### src/rtl/aes_spi_pkg.sv
// Shared definitions for the AES SPI initiator: FSM state encoding,
// frame-length helper and mode line values.
package aes_spi_pkg;

  typedef enum logic [2:0] {
    IDLE = 3'd0,
    LOAD = 3'd1,
    SEND = 3'd2,
    WAIT = 3'd3,
    RECV = 3'd4,
    DONE = 3'd5
  } state_t;

  // Value driven on ss for each direction of the AES engine.
  localparam logic ENC = 1'b0;
  localparam logic DEC = 1'b1;

  // One frame carries a 128-bit block followed by an Nk-word key.
  function automatic int frame_bits(input int nk);
    return 128 + 32 * nk;
  endfunction

endpackage

### src/rtl/spi_shift_reg.sv
// Generic W-bit shift register: parallel load, shift left with serial-in,
// parallel out. Load has priority over shift.
module spi_shift_reg #(
  parameter int W = 8
) (
  input  logic         clock,
  input  logic         reset,
  input  logic         load,
  input  logic         shift,
  input  logic         sin,
  input  logic [W-1:0] din,
  output logic [W-1:0] q
);

  logic [W-1:0] q_r;

  // Register update: load a new word, or move every bit one place towards the MSB.
  always_ff @(posedge clock or posedge reset) begin
    if (reset) begin
      q_r <= '0;
    end else if (load) begin
      q_r <= din;
    end else if (shift) begin
      q_r <= {q_r[W-2:0], sin};
    end else begin
      q_r <= q_r;
    end
  end

  assign q = q_r;

endmodule

### src/rtl/spi_master_aes.sv
// Host-side SPI initiator for the AES slave engine. Sends {block,key}
// MSB-first, waits a fixed turnaround, then collects the returned frame
// and presents it with a one-cycle done pulse. All outputs are registered.
module spi_master_aes
  import aes_spi_pkg::*;
#(
  parameter int Nk         = 4,
  parameter int TURNAROUND = 4
) (
  input  logic            clock,
  input  logic            reset,
  input  logic            start,
  input  logic            decrypt,
  input  logic [127:0]    data_in,
  input  logic [32*Nk-1:0] key_in,
  input  logic            abort,
  input  logic            miso,
  output logic            mosi,
  output logic            ss,
  output logic            enable,
  output logic            fin,
  output logic            busy,
  output logic            done,
  output logic [127:0]    data_out,
  output logic [32*Nk-1:0] key_out
);

  localparam int FRAME = frame_bits(Nk);
  localparam int KW    = 32 * Nk;
  localparam int CW    = $clog2(FRAME + 1);

  localparam logic [CW-1:0] FRAME_LAST = CW'(FRAME - 1);
  localparam logic [CW-1:0] TURN_LAST  = CW'(TURNAROUND - 1);
  localparam logic [CW-1:0] CNT_ONE    = CW'(1);

  state_t          state_r, state_s;
  logic [CW-1:0]   cnt_r, cnt_s;
  logic            tx_load_s, tx_shift_s, rx_shift_s, cap_s;
  logic            ss_r, ss_s;
  logic            mosi_r, mosi_s;
  logic            en_r, fin_r, fin_s, busy_r, done_r, done_s;
  logic [FRAME-1:0] tx_q, rx_q, rx_next_s;
  logic [127:0]    data_out_r;
  logic [KW-1:0]   key_out_r;

  spi_shift_reg #(.W(FRAME)) u_tx_sr (
    .clock (clock),
    .reset (reset),
    .load  (tx_load_s),
    .shift (tx_shift_s),
    .sin   (1'b0),
    .din   ({data_in, key_in}),
    .q     (tx_q)
  );

  spi_shift_reg #(.W(FRAME)) u_rx_sr (
    .clock (clock),
    .reset (reset),
    .load  (1'b0),
    .shift (rx_shift_s),
    .sin   (miso),
    .din   ({FRAME{1'b0}}),
    .q     (rx_q)
  );

  // The last received bit is folded in directly so the result is ready with done.
  assign rx_next_s = {rx_q[FRAME-2:0], miso};

  // Next-state, counter and next-output decode; abort overrides every non-idle state.
  always_comb begin
    state_s    = state_r;
    cnt_s      = cnt_r;
    tx_load_s  = 1'b0;
    tx_shift_s = 1'b0;
    rx_shift_s = 1'b0;
    cap_s      = 1'b0;
    fin_s      = 1'b0;
    done_s     = 1'b0;
    ss_s       = ss_r;
    mosi_s     = 1'b0;
    case (state_r)
      IDLE: begin
        if (start) begin
          tx_load_s = 1'b1;
          ss_s      = decrypt;
          mosi_s    = data_in[127];
          cnt_s     = '0;
          state_s   = LOAD;
        end else begin
          ss_s    = 1'b0;
          state_s = IDLE;
        end
      end
      LOAD: begin
        // No shift here: SEND cycle 0 must still present the first bit.
        mosi_s  = tx_q[FRAME-1];
        state_s = SEND;
      end
      SEND: begin
        tx_shift_s = 1'b1;
        if (cnt_r == FRAME_LAST) begin
          cnt_s   = '0;
          state_s = WAIT;
        end else begin
          mosi_s = tx_q[FRAME-2];
          cnt_s  = cnt_r + CNT_ONE;
        end
      end
      WAIT: begin
        if (cnt_r == TURN_LAST) begin
          cnt_s   = '0;
          state_s = RECV;
        end else begin
          cnt_s = cnt_r + CNT_ONE;
        end
      end
      RECV: begin
        rx_shift_s = 1'b1;
        if (cnt_r == FRAME_LAST) begin
          cnt_s   = '0;
          cap_s   = 1'b1;
          done_s  = 1'b1;
          state_s = DONE;
        end else begin
          cnt_s = cnt_r + CNT_ONE;
        end
      end
      DONE: begin
        ss_s    = 1'b0;
        state_s = IDLE;
      end
      default: begin
        ss_s    = 1'b0;
        cnt_s   = '0;
        state_s = IDLE;
      end
    endcase

    if ((state_r != IDLE) && abort) begin
      state_s    = IDLE;
      cnt_s      = '0;
      tx_shift_s = 1'b0;
      rx_shift_s = 1'b0;
      cap_s      = 1'b0;
      done_s     = 1'b0;
      ss_s       = 1'b0;
      mosi_s     = 1'b0;
      fin_s      = 1'b1;
    end else begin
      fin_s = 1'b0;
    end
  end

  // State, counter and registered pin outputs.
  always_ff @(posedge clock or posedge reset) begin
    if (reset) begin
      state_r <= IDLE;
      cnt_r   <= '0;
      ss_r    <= 1'b0;
      mosi_r  <= 1'b0;
      en_r    <= 1'b0;
      fin_r   <= 1'b0;
      busy_r  <= 1'b0;
      done_r  <= 1'b0;
    end else begin
      state_r <= state_s;
      cnt_r   <= cnt_s;
      ss_r    <= ss_s;
      mosi_r  <= mosi_s;
      en_r    <= (state_s == LOAD);
      fin_r   <= fin_s;
      busy_r  <= (state_s != IDLE);
      done_r  <= done_s;
    end
  end

  // Result registers: updated only when a full frame has been received.
  always_ff @(posedge clock or posedge reset) begin
    if (reset) begin
      data_out_r <= '0;
      key_out_r  <= '0;
    end else if (cap_s) begin
      data_out_r <= rx_next_s[FRAME-1:KW];
      key_out_r  <= rx_next_s[KW-1:0];
    end else begin
      data_out_r <= data_out_r;
      key_out_r  <= key_out_r;
    end
  end

  assign mosi     = mosi_r;
  assign ss       = ss_r;
  assign enable   = en_r;
  assign fin      = fin_r;
  assign busy     = busy_r;
  assign done     = done_r;
  assign data_out = data_out_r;
  assign key_out  = key_out_r;

endmodule

### config.mk
export PLATFORM = sky130hd
export DESIGN_NAME = spi_master_aes
export DESIGN_NICKNAME = d
export VERILOG_FILES = /design/src/rtl/aes_spi_pkg.sv /design/src/rtl/spi_shift_reg.sv /design/src/rtl/spi_master_aes.sv
export SDC_FILE = /design/constraint.sdc
export NUM_CORES = 2
export LEC_CHECK = 0
export BUFFER_PORTS_ARGS = -buffer_cell sky130_fd_sc_hd__buf_2
export CORE_MARGIN = 5
export CORE_UTILIZATION = 51
export CTS_CLUSTER_SIZE = 20
export DETAILED_ROUTE_END_ITERATION = 8
export HOLD_SLACK_MARGIN = 0.05
export PLACE_DENSITY = 0.84
export SYNTH_ARGS = -nofsm -noshare
export SYNTH_HDL_FRONTEND = slang
export SYNTH_SLANG_ARGS = --single-unit
### constraint.sdc
create_clock -name clock -period 23.9 [get_ports clock]
set_clock_uncertainty 0.15 [all_clocks]
set_input_delay 2.39 -clock clock [delete_from_list [all_inputs] [get_ports clock]]
set_output_delay 2.39 -clock clock [all_outputs]
set_load 0.03 [all_outputs]
* Yosys cells after proc, flatten, opt, wreduce, memory -nomap -nowiden
Index checks and enable logic that the tools add are counted.
** Operators by class
- Add/sub/neg operators :: 1
- Equal/unequal tests :: 11
- Mux-type cells :: 30
- Reduce and logical (&&, ||, !) cells :: 9
** Operators by type and width (number)
- $mux 256 :: 2
- $mux 9 :: 4
- $pmux 9 s4 :: 1
- $mux 1 :: 16
- $pmux 3 s5 :: 1
- $mux 3 :: 4
- $add 9x1->9 const B :: 1
- $eq 9x2->1 const B :: 1
- $eq 9x8->1 const B :: 1
- $eq 3x1->1 const B :: 2
- $eq 3x2->1 const B :: 2
- $eq 3x3->1 const B :: 2
- $reduce_bool 3->1 :: 2
- $ne 2x1->1 const B :: 2
- $reduce_or 2->1 :: 2
- $reduce_or 4->1 :: 1
- $logic_not 3->1 :: 1
- $ne 3x3->1 const B :: 1
- $pmux 1 s3 :: 1
- $pmux 1 s2 :: 1
- $reduce_and 2->1 :: 1
- $reduce_bool 2->1 :: 1
- $logic_and 1x1->1 :: 1
** Word-level totals
- Flip-flop bits (word level) :: 785
- Input bits :: 262
- Output and inout bits :: 262
- Word-level logic and storage cells :: 63

* Logic depth before layout (Yosys ltp)
- Word-level depth :: 5
- Mapped depth :: 10
- Depth with buffers taken out :: 9

* Cells and area by module
Synthesis repeated with hierarchy kept, for this count alone.
** Unflattened totals
- Cell total of the unflattened synthesis :: 2881
- Area total of the unflattened synthesis :: 34499.3 um^2
** Modules (own cells, without submodules)
- spi_shift_reg :: instances 2, cells each 1111, area an instance 11896.4 um^2
- spi_master_aes :: instances 1, cells each 659, area an instance 10706.5 um^2

* Worst setup path after synthesis
Ideal clock, no wire load.
- Path type :: in2reg
- Start point :: input abort
- End point :: register data_out_r[0], in the netlist data_out[0]
- Library setup time :: 0.128 ns
- Data arrival time :: 3.692 ns
- Setup slack :: 19.930 ns
- Stages on the path :: 6
- Path buffers :: 3
- Cell sequence :: clkbuf_1 > nor2_2 > nand2_1 > buf_2 > buf_2 > mux2_1
** Between the ends
- Word-level cells in the longest chain between the ends :: 2
** Ends and longest elaborated chain
- start, declared :: RTL line spi_master_aes.sv:16 : input logic abort,
- $logic_and 1x1->1 :: RTL line spi_master_aes.sv:139 : if ((state_r != IDLE) && abort) begin
- $mux 1 :: RTL line spi_master_aes.sv:139
- end signal, assigned :: RTL line spi_master_aes.sv:183 : data_out_r <= rx_next_s[FRAME-1:KW];
- end signal, assigned :: RTL line spi_master_aes.sv:186 : data_out_r <= data_out_r;
- end, declared :: RTL line spi_master_aes.sv:43 : logic [127:0] data_out_r;
No other way between the ends.
A chain may end at the register's enable or synchronous reset.

==> metrics <==
outcome finished clean; Critical Path RT 24.33 ns; initial antenna violation count 1; # Post-CTS Setup Buffers 0; fin cells 4,191; Chip Height 259 um; root buffer cell clkbuf_16; Wirelength per Cell 18.0 um; layout cell share with drive strength beyond 1 20.8%; DIE AREA 67,100 um^2; Setup CP Type input pin to async pin; Syn-to-layout area delta 18.4%; total negative slack 0 ns; H-tree depth 3; minimum clock period 6.09 ns; buffer depth of the longest clock path 3; Worst Setup Slack, final 17.81 ns; Initial DRC Count 2,128; nature of the critical path startpoint input pin; cell with the most instances after synthesis nand2_1; hold buffer count at cts 0; Mapped Cells 2,835; final setup fails 0; CP Max Fanout 86; vias in the first global route 22,300; pwr dens 92.9 nW/um^2; clock sink count 785; Final Cell Area 37,400 um^2; drt first pass iters 7; Via density 5.25; Max IR drop VDD 0.100 mV; Chip Width 259 um; Post-DP Area 34,700 um^2; sequential area share after synthesis 62.1%; Top FF cell, synth dfrtp_1; DRT Wirelength 75,400 um; flop and latch count out of synthesis 785; largest net degree at the start of global routing 269; Antenna Nets Post-Route 0; biggest area consumer among synthesized cells dfrtp_1; CTS tree done; DP Cell Count 4,042; slew at the pin with the worst max-slew slack 1.28 ns; hold slack 0.331 ns; post-layout util 60.8%; RSZ-0062 raised after global routing no; Fmax achieved 164 MHz; Cell variety after synth 42; io pins 524; Worst Path Arrival 6.52 ns; Max Cap Viol 0; Initial Utilization 51.3%; pre-CTS setup slack 16.97 ns; FP Rows 91; worst min path class register to register; commonest cells in the netlist nand2_1 (1,033), dfrtp_1 (785), o21ai_1 (260); worst-case reg-to-reg path depth 7; P_leak 19.8 nW; Synth top area share 62.1%; dpl hpwl 49,700 um; Net Count, Synth 3,100; total power 3.48 mW; period utilisation layout 25.5%; hold path depth 2; first-pass GRT wire length 121,000 um; CTS buffer count 80; routed via count 22,000; Synth area leaders dfrtp_1 (62%), nand2_1 (12%), mux2_1 (8.9%); PortBufs 523; Core ar. 61,600 um^2; crit end category async pin; Final GP Congestion 0.838; DRC errors left 0; Avg Inst Size Synth 11.1 um^2; clock slew at reported path FFs 0.06 ns; pins over their slew limit 0; final hold viol count 0; Slew HR 15.0%; Post-synth ARST share 100%; clk_lat worst skew 0.61 ns; grt ovf 0; GRT Total Usage 22.0%; number of synthesized flops with an enable pin 0; fin nets 3,552; Synth warnings 0; Gates resized, CTS repair 0; Cell Area, Synth 31,600 um^2
==> cells in the final DEF (no fill, tap or decap), types with 3 or more instances in the layout <==
cell and instances:
nor2_1 10, buf_4 18, buf_12 4, mux2_1 250, o21ai_1 260, o21bai_1 3
inv_1 4, clkbuf_8 9, nor3_1 5, a21o_1 3, clkbuf_1 13, clkinvlp_4 11
a21oi_1 3, mux2_2 6, clkbuf_16 82, ha_1 3, bufinv_16 10, buf_2 523
and3_1 3, mux2i_1 257, nand2_1 1032, dfrtp_1 785, clkinv_2 18
==> worst paths after layout <==
check	from	to	slack (ns)
worst max register to register	state_r[1]	u_tx_sr.q[156]	19.44
worst max-delay path	reset	u_rx_sr.q[102]	17.81
min in group asynchronous	reset	enable	1.82
worst min register to register	u_rx_sr.q[21]	u_rx_sr.q[22]	0.33
worst min-delay path	u_rx_sr.q[21]	u_rx_sr.q[22]	0.33
max in group clock	abort	u_tx_sr.q[156]	18.19
==> flip-flops by register name (all words and copies together) (netlist names), 3 cells and up <==
name	flops
cnt_r	9
data_out	128
key_out	128
state_r	3
u_rx_sr.q	255
u_tx_sr.q	256
==> metal layers <==
layer | global-route usage [%] | vias to the layer above | part of all wire [%]
li1 | - | 10200 | -
met1 | 29.3 | 10900 | 41
met2 | 35.4 | 753 | 47
met3 | 6.21 | 145 | 8.3
met4 | 7.42 | 2 | 3.3
met5 | 0 | - | 0.016
==> power breakdown <==
group / leakage, nW / internal [mW] / switching [mW]
clock: 1.35 / 0.773 / 0.530
combinational: 7.94 / 0.212 / 0.288
sequential: 10.5 / 1.54 / 0.133
total: 19.8 / 2.53 / 0.951
==> layout make-up <==
cell class / count / area (um^2)
multi-input combinational: 1868 / 11100
tap: 837 / 1050
timing repair buffer: 545 / 2830
antenna: 1 / 2.50
clock inverter: 44 / 551
sequential: 785 / 19600
inverter: 7 / 30.0
fill: 4630 / 24200
clock buffer: 104 / 2220
==> logic make-up (layout without fill, tap and decap cells) <==
group,count (synthesis),after routing,share of synthesized area (%)
and+or+nand+nor,1071,1071,13.1
DFF,785,785,62.1
muxes,513,513,17.3
AOI/OAI and AO/OA,280,280,4.60
buffers and inverters,182,700,2.79
adders and majority gates,3,3,0.119
xor gates and xnor gates,1,1,0.0277
other,0,1,0
==> critical path: stages <==
cell and delay, ns:
buf_2 0.11, clkinvlp_4 0.59, buf_4 0.85, buf_4 0.77, buf_4 0.76, buf_4 0.92
(Power assumes the default switching activity.)
